**config.mk**
```make
export PLATFORM = sky130hd
export DESIGN_NAME = elevator_request_unit
export DESIGN_NICKNAME = d
export VERILOG_FILES = /design/src/rtl/elevator_pkg.sv /design/src/rtl/elevator_request_unit.sv
export SDC_FILE = /design/constraint.sdc
export NUM_CORES = 1
export LEC_CHECK = 0
export CAP_MARGIN = 5
export CORE_ASPECT_RATIO = 0.5
export CORE_MARGIN = 2
export CORE_UTILIZATION = 49
export CTS_CLUSTER_DIAMETER = 40
export DETAILED_ROUTE_END_ITERATION = 6
export PLACE_DENSITY_LB_ADDON = 0.1
export SLEW_MARGIN = 20
export SYNTH_ARGS = -nofsm -noshare
export SYNTH_HDL_FRONTEND = slang
export SYNTH_SLANG_ARGS = --single-unit
```
**constraint.sdc**
```tcl
create_clock -name clk -period 2.8 [get_ports clk]
set_clock_uncertainty 0.05 [all_clocks]
set_input_delay 0.28 -clock clk [delete_from_list [all_inputs] [get_ports clk]]
set_output_delay 0.28 -clock clk [all_outputs]
set_load 0.01 [all_outputs]
```
**src/rtl/elevator_pkg.sv**
```systemverilog
// Shared definitions for the elevator request unit and the motion FSM.
//   motion_t : motion FSM state encoding (STOP/UP/DOWN), 2 bits
//   seq_t    : request-unit sequencer encoding (IDLE/MOVE/DOOR), 2 bits
//   mask_above / mask_below : OR-reduce request bits strictly above/below
//                             a floor index
//   decode_motion : maps the raw 2-bit motion state, 3 -> STOP
package elevator_pkg;

   // Widest floor vector the mask helpers accept; callers zero-extend.
   localparam int unsigned MAX_FLOORS = 32;

   typedef enum logic [1:0] {
      STOP = 2'd0,
      UP   = 2'd1,
      DOWN = 2'd2
   } motion_t;

   typedef enum logic [1:0] {
      SEQ_IDLE = 2'd0,
      SEQ_MOVE = 2'd1,
      SEQ_DOOR = 2'd2
   } seq_t;

   function automatic logic mask_above(input logic [MAX_FLOORS-1:0] req,
                                       input int unsigned f);
      logic r;
      r = 1'b0;
      for (int unsigned i = 0; i < MAX_FLOORS; i++)
         if (i > f) r = r | req[i];
      return r;
   endfunction

   function automatic logic mask_below(input logic [MAX_FLOORS-1:0] req,
                                       input int unsigned f);
      logic r;
      r = 1'b0;
      for (int unsigned i = 0; i < MAX_FLOORS; i++)
         if (i < f) r = r | req[i];
      return r;
   endfunction

   function automatic motion_t decode_motion(input logic [1:0] m);
      case (m)
         2'd1:    return UP;
         2'd2:    return DOWN;
         default: return STOP;
      endcase
   endfunction

endpackage

```
**src/rtl/elevator_request_unit.sv**
```systemverilog
// Request side of the elevator: latches call buttons, tracks cab floor,
// times door dwell and tells the motion FSM whether calls exist above or
// below the cab.
//   clk             : clock, rising edge
//   rst             : synchronous reset, active low
//   call_btn        : call pulses, bit i = floor i
//   move_state      : motion FSM state (STOP=0, UP=1, DOWN=2, 3 = STOP)
//   requestFromUp   : pending call above current floor (0 while door open)
//   requestFromDown : pending call below current floor (0 while door open)
//   floor           : current cab floor
//   door_open       : high while the door is open
//   pending         : latched, unserved calls
module elevator_request_unit
   import elevator_pkg::*;
#(
   parameter int unsigned FLOORS        = 8,
   parameter int unsigned FLOOR_W       = 3,
   parameter int unsigned TRAVEL_CYCLES = 4,
   parameter int unsigned DOOR_CYCLES   = 6
) (
   input  logic               clk,
   input  logic               rst,
   input  logic [FLOORS-1:0]  call_btn,
   input  logic [1:0]         move_state,
   output logic               requestFromUp,
   output logic               requestFromDown,
   output logic [FLOOR_W-1:0] floor,
   output logic               door_open,
   output logic [FLOORS-1:0]  pending
);

   localparam int unsigned TW = (TRAVEL_CYCLES > 1) ? $clog2(TRAVEL_CYCLES) : 1;
   localparam int unsigned DW = (DOOR_CYCLES > 1) ? $clog2(DOOR_CYCLES) : 1;
   localparam logic [TW-1:0]      TRAVEL_LAST = TW'(TRAVEL_CYCLES - 1);
   localparam logic [DW-1:0]      DOOR_LAST   = DW'(DOOR_CYCLES - 1);
   localparam logic [FLOOR_W-1:0] TOP_FLOOR   = FLOOR_W'(FLOORS - 1);

   seq_t              seq;
   motion_t           dir;
   motion_t           move_cmd;
   logic [TW-1:0]     travel_cnt;
   logic [DW-1:0]     door_cnt;

   logic [FLOORS-1:0]     here_mask;
   logic [FLOORS-1:0]     next_mask;
   logic [FLOORS-1:0]     clr;
   logic [FLOOR_W-1:0]    next_floor;
   logic                  here_pending;
   logic                  call_here;
   logic                  arrive_pending;
   logic                  at_end;
   logic [MAX_FLOORS-1:0] pend_ext;

   assign move_cmd = decode_motion(move_state);

   assign here_mask    = FLOORS'(1) << floor;
   assign clr          = (seq == SEQ_DOOR) ? here_mask : '0;
   assign here_pending = |(pending & here_mask);
   assign call_here    = |(call_btn & here_mask);

   // Floor the cab will occupy when the current segment ends; saturates
   // at both ends of the shaft.
   always_comb begin
      next_floor = floor;
      if (dir == UP && floor != TOP_FLOOR)
         next_floor = floor + 1'b1;
      else if (dir == DOWN && floor != '0)
         next_floor = floor - 1'b1;
   end

   assign next_mask      = FLOORS'(1) << next_floor;
   assign arrive_pending = |(pending & next_mask);
   assign at_end         = (dir == UP   && next_floor == TOP_FLOOR) ||
                           (dir == DOWN && next_floor == '0);

   assign pend_ext        = MAX_FLOORS'(pending);
   assign requestFromUp   = (seq != SEQ_DOOR) && mask_above(pend_ext, 32'(floor));
   assign requestFromDown = (seq != SEQ_DOOR) && mask_below(pend_ext, 32'(floor));

   // Calls for the open-door floor are cleared every DOOR cycle, so they
   // never accumulate while the cab is being served there.
   always_ff @(posedge clk) begin
      if (!rst)
         pending <= '0;
      else
         pending <= (pending | call_btn) & ~clr;
   end

   always_ff @(posedge clk) begin
      if (!rst) begin
         seq        <= SEQ_IDLE;
         floor      <= '0;
         travel_cnt <= '0;
         door_cnt   <= '0;
         dir        <= UP;
         door_open  <= 1'b0;
      end else begin
         case (seq)
            SEQ_IDLE: begin
               if (here_pending) begin
                  seq       <= SEQ_DOOR;
                  door_cnt  <= DOOR_LAST;
                  door_open <= 1'b1;
               end else if (move_cmd == UP && floor != TOP_FLOOR) begin
                  seq        <= SEQ_MOVE;
                  dir        <= UP;
                  travel_cnt <= '0;
               end else if (move_cmd == DOWN && floor != '0) begin
                  seq        <= SEQ_MOVE;
                  dir        <= DOWN;
                  travel_cnt <= '0;
               end
            end
            SEQ_MOVE: begin
               // move_cmd is only looked at when a segment completes.
               if (travel_cnt == TRAVEL_LAST) begin
                  floor      <= next_floor;
                  travel_cnt <= '0;
                  if (arrive_pending) begin
                     seq       <= SEQ_DOOR;
                     door_cnt  <= DOOR_LAST;
                     door_open <= 1'b1;
                  end else if (move_cmd == STOP || at_end) begin
                     seq <= SEQ_IDLE;
                  end else begin
                     dir <= move_cmd;
                  end
               end else begin
                  travel_cnt <= travel_cnt + 1'b1;
               end
            end
            SEQ_DOOR: begin
               if (call_here) begin
                  door_cnt <= DOOR_LAST;
               end else if (door_cnt == '0) begin
                  seq       <= SEQ_IDLE;
                  door_open <= 1'b0;
               end else begin
                  door_cnt <= door_cnt - 1'b1;
               end
            end
            default: begin
               seq       <= SEQ_IDLE;
               door_open <= 1'b0;
            end
         endcase
      end
   end

endmodule

```
==> run summary, run 1 <==
Total I/O pin count = 26
Half-perimeter wire length of the detailed placement result = 3368 µm
Clock latency at the later pin of the worst-skew pair = 260 ps
Placed Instance Area = 2059 µm²
Total GRT Usage = 22.37%
Number of maximum-capacitance violations = 0
Result of the run = finished, final reports clean
Crit path DAT = 2830 ps
Std-Cell Rows = 15
Number of warnings issued by yosys = 0
Die boundary height = 46.08 µm
Critical path, cell by cell = ha_1, ha_1, or3b_4, o21ai_4, xnor2_4, mux2i_1, a22oi_2, a21o_1, a311o_1
Pin count of the biggest net entering global routing = 18
Crit path buf inv count = 0
Clk pin slew, worst setup/hold paths = 80 ps
First-pass GRT wire length = 6913 µm
Cell type group with the largest total delay on the critical path = compound AO/OA/AOI/OAI gates
NumNets Final = 263
Antenna violations before repair = 0
Achievable Freq = 367.2 MHz
Top library cells by usage in the layout, fill and taps aside = 24 x sky130_fd_sc_hd__clkdlybuf4s50_1, 21 x sky130_fd_sc_hd__a21oi_1, 20 x sky130_fd_sc_hd__dfxtp_1, 19 x sky130_fd_sc_hd__nor2_1
Ant. Diodes = 0
Area overhead of the layout relative to synthesis = 24.44%
Non-Filler Cell Area, Final = 2160 µm²
Maximum ir drop on the vdd rail = 0.0002278 V
Number of endpoints failing setup at the final stage = 0
Maximum single-stage delay on the critical path = 440 ps
Die boundary width = 88.16 µm
Wire length per cell after detailed routing = 15.57 µm
Pleak = 0.8641 nW
Via count of the first global-routing pass = 1418
Post-synth top flop = sky130_fd_sc_hd__dfxtp_1
Worst-path maximum fanout = 7
Num CTS Buffers = 3
Number of enable flip-flop cells after synthesis = 0
Average cell area after synthesis = 8.549 µm²
Total via count after detailed routing = 1680
Number of detailed-routing iterations run before antenna repair = 4
Number of standard cells in the final layout excluding fillers = 287
Hold-critical path depth = 2
Aggregate global routing overflow = 0
Final critical delay including setup and external delays = 2723 ps
Total core area = 3416 µm²
Area fraction of the dominant cell type after synthesis = 24.22%
Slew at the pin with the worst max-slew slack = 539.7 ps
Die ar. = 4062 µm²
Share of synthesized area occupied by flip-flops and latches = 24.22%
Most common library cell in the layout ignoring fill and taps = sky130_fd_sc_hd__clkdlybuf4s50_1
Crit. End Element = flop
Root buffer selected by CTS = sky130_fd_sc_hd__clkbuf_8
Most used cell along the critical path = sky130_fd_sc_hd__ha_1
Post-detailed-route count of antenna-violating nets = 0
Starting Density = 50.81%
Number of instances in the synthesized netlist = 203
Distinct cell type count after synthesis = 59
Post-synthesis register bit count = 21
Standard cell with the maximum stage delay on the critical path = sky130_fd_sc_hd__or3b_4
Final Total Pwr = 0.8875 mW
Number of buffers inserted by port buffering = 25
Kind of critical path = reg -> reg
Post-route DRC violation count = 0
Number of sinks on the clock net = 21
Endpoint required time on the critical path = 2900 ps
Placed cells = 280
FFs w/ async S/R, synth = 0%
Endpoints failing hold = 0
Worst Setup Start Kind = flop
Share of the clock period used by the worst path after layout = 97.26%
Power density over the cells = 410.9 nW/µm²
TritonCTS clock tree = yes
Area leader, netlist = sky130_fd_sc_hd__dfxtp_1
Worst-case reg-to-reg path depth = 9
Routed vias/inst = 5.854
Worst min path class = reg -> reg
Maximum clock path buffer count = 2
Min Hold Slack = 465.4 ps
Synthesized area = 1735 µm²
Routability cong. = 0.8930
Top cells by area in the synthesized netlist = sky130_fd_sc_hd__dfxtp_1 24%, sky130_fd_sc_hd__ha_1 10%, sky130_fd_sc_hd__a21oi_1 6.1%, sky130_fd_sc_hd__mux2i_1 4.6%, sky130_fd_sc_hd__nor2_1 4.3%
Worst slew margin relative to its limit = 63.91%
Violation count after the first detailed-routing iteration = 119
Number of slew-limit violations in the final report = 0
Path length in cells of the critical path = 9
Share of cells above drive strength 1 = 15.68%
Synthesized netlist net count = 229
Detailed-route wire length = 4470 µm
Maximum level of the CTS H-tree = 1
[sequential cells by signal (all words and copies together), names as in the netlist]
name	count
travel_cnt	2
pending	8
floor	3
door_cnt	3
seq	2
dir	2
door_open	1
[per-stage QoR]
step | worst slack [ps] | TNS [ps] | util, %
detailed placement | -9.017 | -9.017 | 60.29
finish | 76.85 | 0 | 63.22
global route | -3.483 | -5.119 | 63.22
CTS | 40.21 | 0 | 61.83
global placement | 52.20 | 0 | 60.29
floorplan | 124.8 | 0 | -
[cells in the mapped netlist (4+ instances only)]
| cell type | count |
|---|---|
| sky130_fd_sc_hd__mux2i_1 | 8 |
| sky130_fd_sc_hd__a222oi_1 | 4 |
| sky130_fd_sc_hd__a31oi_1 | 5 |
| sky130_fd_sc_hd__inv_1 | 12 |
| sky130_fd_sc_hd__clkbuf_1 | 5 |
| sky130_fd_sc_hd__o21ai_0 | 11 |
| sky130_fd_sc_hd__a21oi_1 | 21 |
| sky130_fd_sc_hd__dfxtp_1 | 21 |
| sky130_fd_sc_hd__nand2_1 | 12 |
| sky130_fd_sc_hd__nor2_1 | 20 |
| sky130_fd_sc_hd__ha_1 | 14 |
| sky130_fd_sc_hd__o31ai_1 | 4 |
[power breakdown]
part	total [mW]	internal [mW]	leakage [nW]	switching [mW]
Combinational	0.307	0.152	0.667	0.155
Clock	0.207	0.101	0.0228	0.105
Sequential	0.374	0.328	0.174	0.0458
[worst register-to-register path, cell delays in order (launching register included)]
cell,delay (ps)
sky130_fd_sc_hd__dfxtp_2,350
sky130_fd_sc_hd__ha_1,230
sky130_fd_sc_hd__ha_1,240
sky130_fd_sc_hd__or3b_4,440
sky130_fd_sc_hd__o21ai_4,120
sky130_fd_sc_hd__xnor2_4,180
sky130_fd_sc_hd__mux2i_1,310
sky130_fd_sc_hd__a22oi_2,180
sky130_fd_sc_hd__a21o_1,260
sky130_fd_sc_hd__a311o_1,270
[worst paths after layout]
path,slack [ps],to,from
worst max register to register,80,dir[1]$_SDFFE_PN0P_,floor[0]$_SDFFE_PN0P_
worst min-delay path,470,door_cnt[0]$_SDFFE_PN0P_,door_cnt[0]$_SDFFE_PN0P_
worst max-delay path,80,dir[1]$_SDFFE_PN0P_,floor[0]$_SDFFE_PN0P_
worst min register to register,470,door_cnt[0]$_SDFFE_PN0P_,door_cnt[0]$_SDFFE_PN0P_
[kinds of logic (layout without fill, tap and decap cells)]
kind of cell / after synthesis / count (layout) / synth area share [%]
AND/OR/NAND/NOR: 59 / 59 / 18.02
adder cells (fa/ha/maj): 14 / 14 / 10.09
AO/OA/AOI/OAI: 74 / 74 / 32.08
buffers and inverters: 23 / 56 / 8.507
XOR/XNOR: 4 / 4 / 2.452
flip-flops: 21 / 21 / 24.22
multiplexers: 8 / 8 / 4.614
[final cells by class]
class / count / area [µm²]
Clock buffer: 4 / 45.04
Fill cell: 299 / 1256
Inverter: 13 / 75.07
Multi-Input combinational cell: 159 / 1196
Sequential cell: 21 / 421.7
Tap cell: 51 / 63.81
Timing Repair Buffer: 39 / 357.8
[metal layers]
metal,global-route usage [%],share of wire (%),up-vias
met5,0,0,-
met1,33.04,51,776
met4,4.242,0.31,0
li1,-,-,842
met2,33.53,42,60
met3,5.197,6.9,2
[repair_timing]
item / in CTS / in global routing
resized for setup: 0 / 8
hold buffers: 0 / 0
endpoints found under the setup margin: 1 / 6
pin swaps: 1 / 1
buffers inserted: 1 / 2
Note: power is estimated with default switching activity, not from simulation.
==> run 2: changes to the inputs <==
==> constraint.sdc (replaced) <==
create_clock -name clk -period 2.3 [get_ports clk]
set_clock_uncertainty 0.05 [all_clocks]
set_input_delay 0.23 -clock clk [delete_from_list [all_inputs] [get_ports clk]]
set_output_delay 0.23 -clock clk [all_outputs]
set_load 0.01 [all_outputs]
==> run 2 against run 1 <==
Against the previous run: the run now ends with negative setup slack left; flip-flop and latch count unchanged; clock-buffer cell count unchanged; final cell count up 13%; first-iteration DRC count increased by 24%; sequential power increased by 18%; routed wire length is 20% higher; cell area grew 19%; combinational power up 64%; power increased by 35%; critical path depth up 2; sequential share of layout area is 2.8 points lower; register-to-register slack got worse by 360 ps; largest cell class unchanged; largest power group is now combinational logic; highest routed layer unchanged.
==> run summary, run 2 (synthesis gave the netlist of run 1 again) <==
Std-Cell Rows = 15
Switching part of the total power = 34.94%
Maximum ir drop on the vdd rail = 0.0003172 V
Num CTS Buffers = 3
Fill cell instance count of the final layout = 270
Share of the clock period used by the worst path after layout = 112.2%
Ant. Diodes = 0
Worst-case reg-to-reg path depth = 11
Endpoint required time on the critical path = 2400 ps
Area overhead of the layout relative to synthesis = 48.02%
Maximum clock path buffer count = 2
Total I/O pin count = 26
Hold-critical path depth = 2
Routability cong. = 0.8696
Destination of the worst hold path = door_cnt[0]$_SDFFE_PN0P_
Top library cells by usage in the layout, fill and taps aside = 46 x sky130_fd_sc_hd__buf_4, 23 x sky130_fd_sc_hd__clkdlybuf4s50_1, 19 x sky130_fd_sc_hd__a21oi_1, 18 x sky130_fd_sc_hd__nor2_1, 18 x sky130_fd_sc_hd__dfxtp_1
Total Neg Setup Slack = -1947 ps
Maximum level of the CTS H-tree = 1
Worst min path class = reg -> reg
Crit. End Element = flop
Worst-case setup margin in the final layout = -280.3 ps
Total core area = 3416 µm²
Post-route DRC violation count = 0
First-pass GRT wire length = 8431 µm
Post-detailed-route count of antenna-violating nets = 0
Detailed-route wire length = 5356 µm
Placed Instance Area = 2322 µm²
Fraction of power consumed by the clock network = 21.1%
Result of the run = complete, but fails checks
TritonCTS clock tree = yes
Reg2Reg Setup Slack = -280 ps
Clock latency at the later pin of the worst-skew pair = 260 ps
Root buffer selected by CTS = sky130_fd_sc_hd__clkbuf_8
Wire length per cell after detailed routing = 16.58 µm
Number of slew-limit violations in the final report = 0
Kind of critical path = reg -> reg
Violations in the final reports = negative setup slack
Number of endpoints failing setup at the final stage = 9
Slew at the pin with the worst max-slew slack = 640.5 ps
Proportion of power drawn by combinational gates = 41.9%
Die boundary width = 88.16 µm
Final Total Pwr = 1.198 mW
Number of buffers inserted by port buffering = 25
Starting Density = 50.81%
Half-perimeter wire length of the detailed placement result = 3817 µm
Non-Filler Cell Area, Final = 2569 µm²
Regs by FF count = pending x8, door_cnt x3, floor x3
Register with the most flip-flops = pending
Number of maximum-capacitance violations = 0
Aggregate global routing overflow = 0
Maximum single-stage delay on the critical path = 380 ps
Total GRT Usage = 27.09%
Power density over the cells = 466.2 nW/µm²
Routed vias/inst = 5.947
Total net switching power = 0.4184 mW
Final critical delay including setup and external delays = 2580 ps
Standard cell with the maximum stage delay on the critical path = sky130_fd_sc_hd__dfxtp_4
Pin count of the biggest net entering global routing = 14
Unrepaired setup endpoints after global routing = yes
Total via count after detailed routing = 1921
Total internal power = 0.7791 mW
Reg-to-reg critical path startpoint = floor[0]$_SDFFE_PN0P_
Achievable Freq = 387.6 MHz
Pleak = 1.053 nW
Critical path, cell by cell = buf_12, inv_16, buf_6, ha_1, nand3b_1, o32ai_4, a31o_4, nor4_4, or3_1, a21o_1, a311o_1
Clk pin slew, worst setup/hold paths = 80 ps
Post-layout util = 75.20%
Via count of the first global-routing pass = 1738
Critical register-to-register path endpoint = dir[1]$_SDFFE_PN0P_
Worst Setup Start Kind = flop
NumNets Final = 299
Share of cells above drive strength 1 = 32.35%
Violation count after the first detailed-routing iteration = 148
Antenna violations before repair = 0
Crit path DAT = 2680 ps
Worst slew margin relative to its limit = 57.14%
Die boundary height = 46.08 µm
Number of detailed-routing iterations run before antenna repair = 5
Endpoints failing hold = 0
Die ar. = 4062 µm²
Most common library cell in the layout ignoring fill and taps = sky130_fd_sc_hd__buf_4
Power share of the sequential group = 37.0%
Min Hold Slack = 464.1 ps
Worst-path maximum fanout = 4
Number of sinks on the clock net = 21
Hold path start = door_cnt[0]$_SDFFE_PN0P_
Flip-flop count of the largest register, all copies and words added = 8
==> run 2: cell types whose count changed in the layout (fill, tap and decap cells not counted), moves of 2 or more <==
cell | before | now
sky130_fd_sc_hd__buf_4 | 14 | 46
sky130_fd_sc_hd__ha_1 | 14 | 10
sky130_fd_sc_hd__ha_4 | 0 | 4
sky130_fd_sc_hd__buf_6 | 0 | 3
sky130_fd_sc_hd__a21oi_1 | 21 | 19
sky130_fd_sc_hd__dfxtp_1 | 20 | 18
sky130_fd_sc_hd__dfxtp_4 | 0 | 2
sky130_fd_sc_hd__mux2i_1 | 6 | 4
sky130_fd_sc_hd__mux2i_2 | 2 | 4
==> run 2: area by class of cell <==
| class | count | area [µm²] | share of cell area (%) |
|---|---|---|---|
| Multi-Input combinational cell | 159 | 1314 | 51.14 |
| Sequential cell | 21 | 429.2 | 16.71 |
| Timing Repair Buffer | 75 | 651.9 | 25.38 |
| Inverter | 13 | 65.06 | 2.533 |
| Clock buffer | 4 | 45.04 | 1.754 |
| Tap cell | 51 | 63.81 | 2.484 |
==> run 2: layer usage <==
layer	track usage, %	share of wire (%)	vias to the layer above
met4	4.242	1.1	0
met5	0	0	-
met2	44.96	46	105
met1	37.34	44	903
li1	-	-	903
met3	6.093	8.6	10
==> run 2: stage by stage <==
| step | cells | worst slack [ps] |
|---|---|---|
| 5_1_grt | 323 | -381.2 |
| 3_3_place_gp | 308 | -320.4 |
| 4_1_cts | 319 | -245.5 |
| 2_1_floorplan | 203 | -221.9 |
| 6_report | 323 | -280.3 |
| 3_5_place_dp | 308 | -404.6 |
==> run 2: timing repair <==
action	in CTS	in global routing
endpoints found under the setup margin	11	12
hold buffers	0	0
pin swaps	16	15
setup buffers	7	5
gates resized for setup	8	20
==> run 2: worst max-delay path, delay by kind of cell, from the launching register on <==
family,cells,cell delay [ps]
flops,1,380
fa+ha+maj,1,160
buf+inv,3,310
compound gates,4,990
simple gates,3,580
==> run 2: worst max path at each step <==
stage	end	slack (ps)	from
6_report	dir[1]$_SDFFE_PN0P_	-280	floor[0]$_SDFFE_PN0P_
5_1_grt	dir[1]$_SDFFE_PN0P_	-380	floor[0]$_SDFFE_PN0P_
4_1_cts	dir[1]$_SDFFE_PN0P_	-250	floor[0]$_SDFFE_PN0P_
3_5_place_dp	dir[1]$_SDFFE_PN0P_	-400	floor[0]$_SDFFE_PN0P_
3_3_place_gp	dir[1]$_SDFFE_PN0P_	-320	floor[0]$_SDFFE_PN0P_
2_1_floorplan	dir[1]$_SDFFE_PN0P_	-220	floor[0]$_SDFFE_PN0P_
==> run 2: power groups by stage <==
stage | registers [mW] | clock network [mW] | logic (mW)
after detailed placement | 0.446 | 0 | 0.416
after CTS | 0.438 | 0.260 | 0.442
after floorplan | 0.445 | 0 | 0.260
after global routing | 0.449 | 0.277 | 0.541
after global placement | 0.446 | 0 | 0.407
final | 0.443 | 0.253 | 0.502
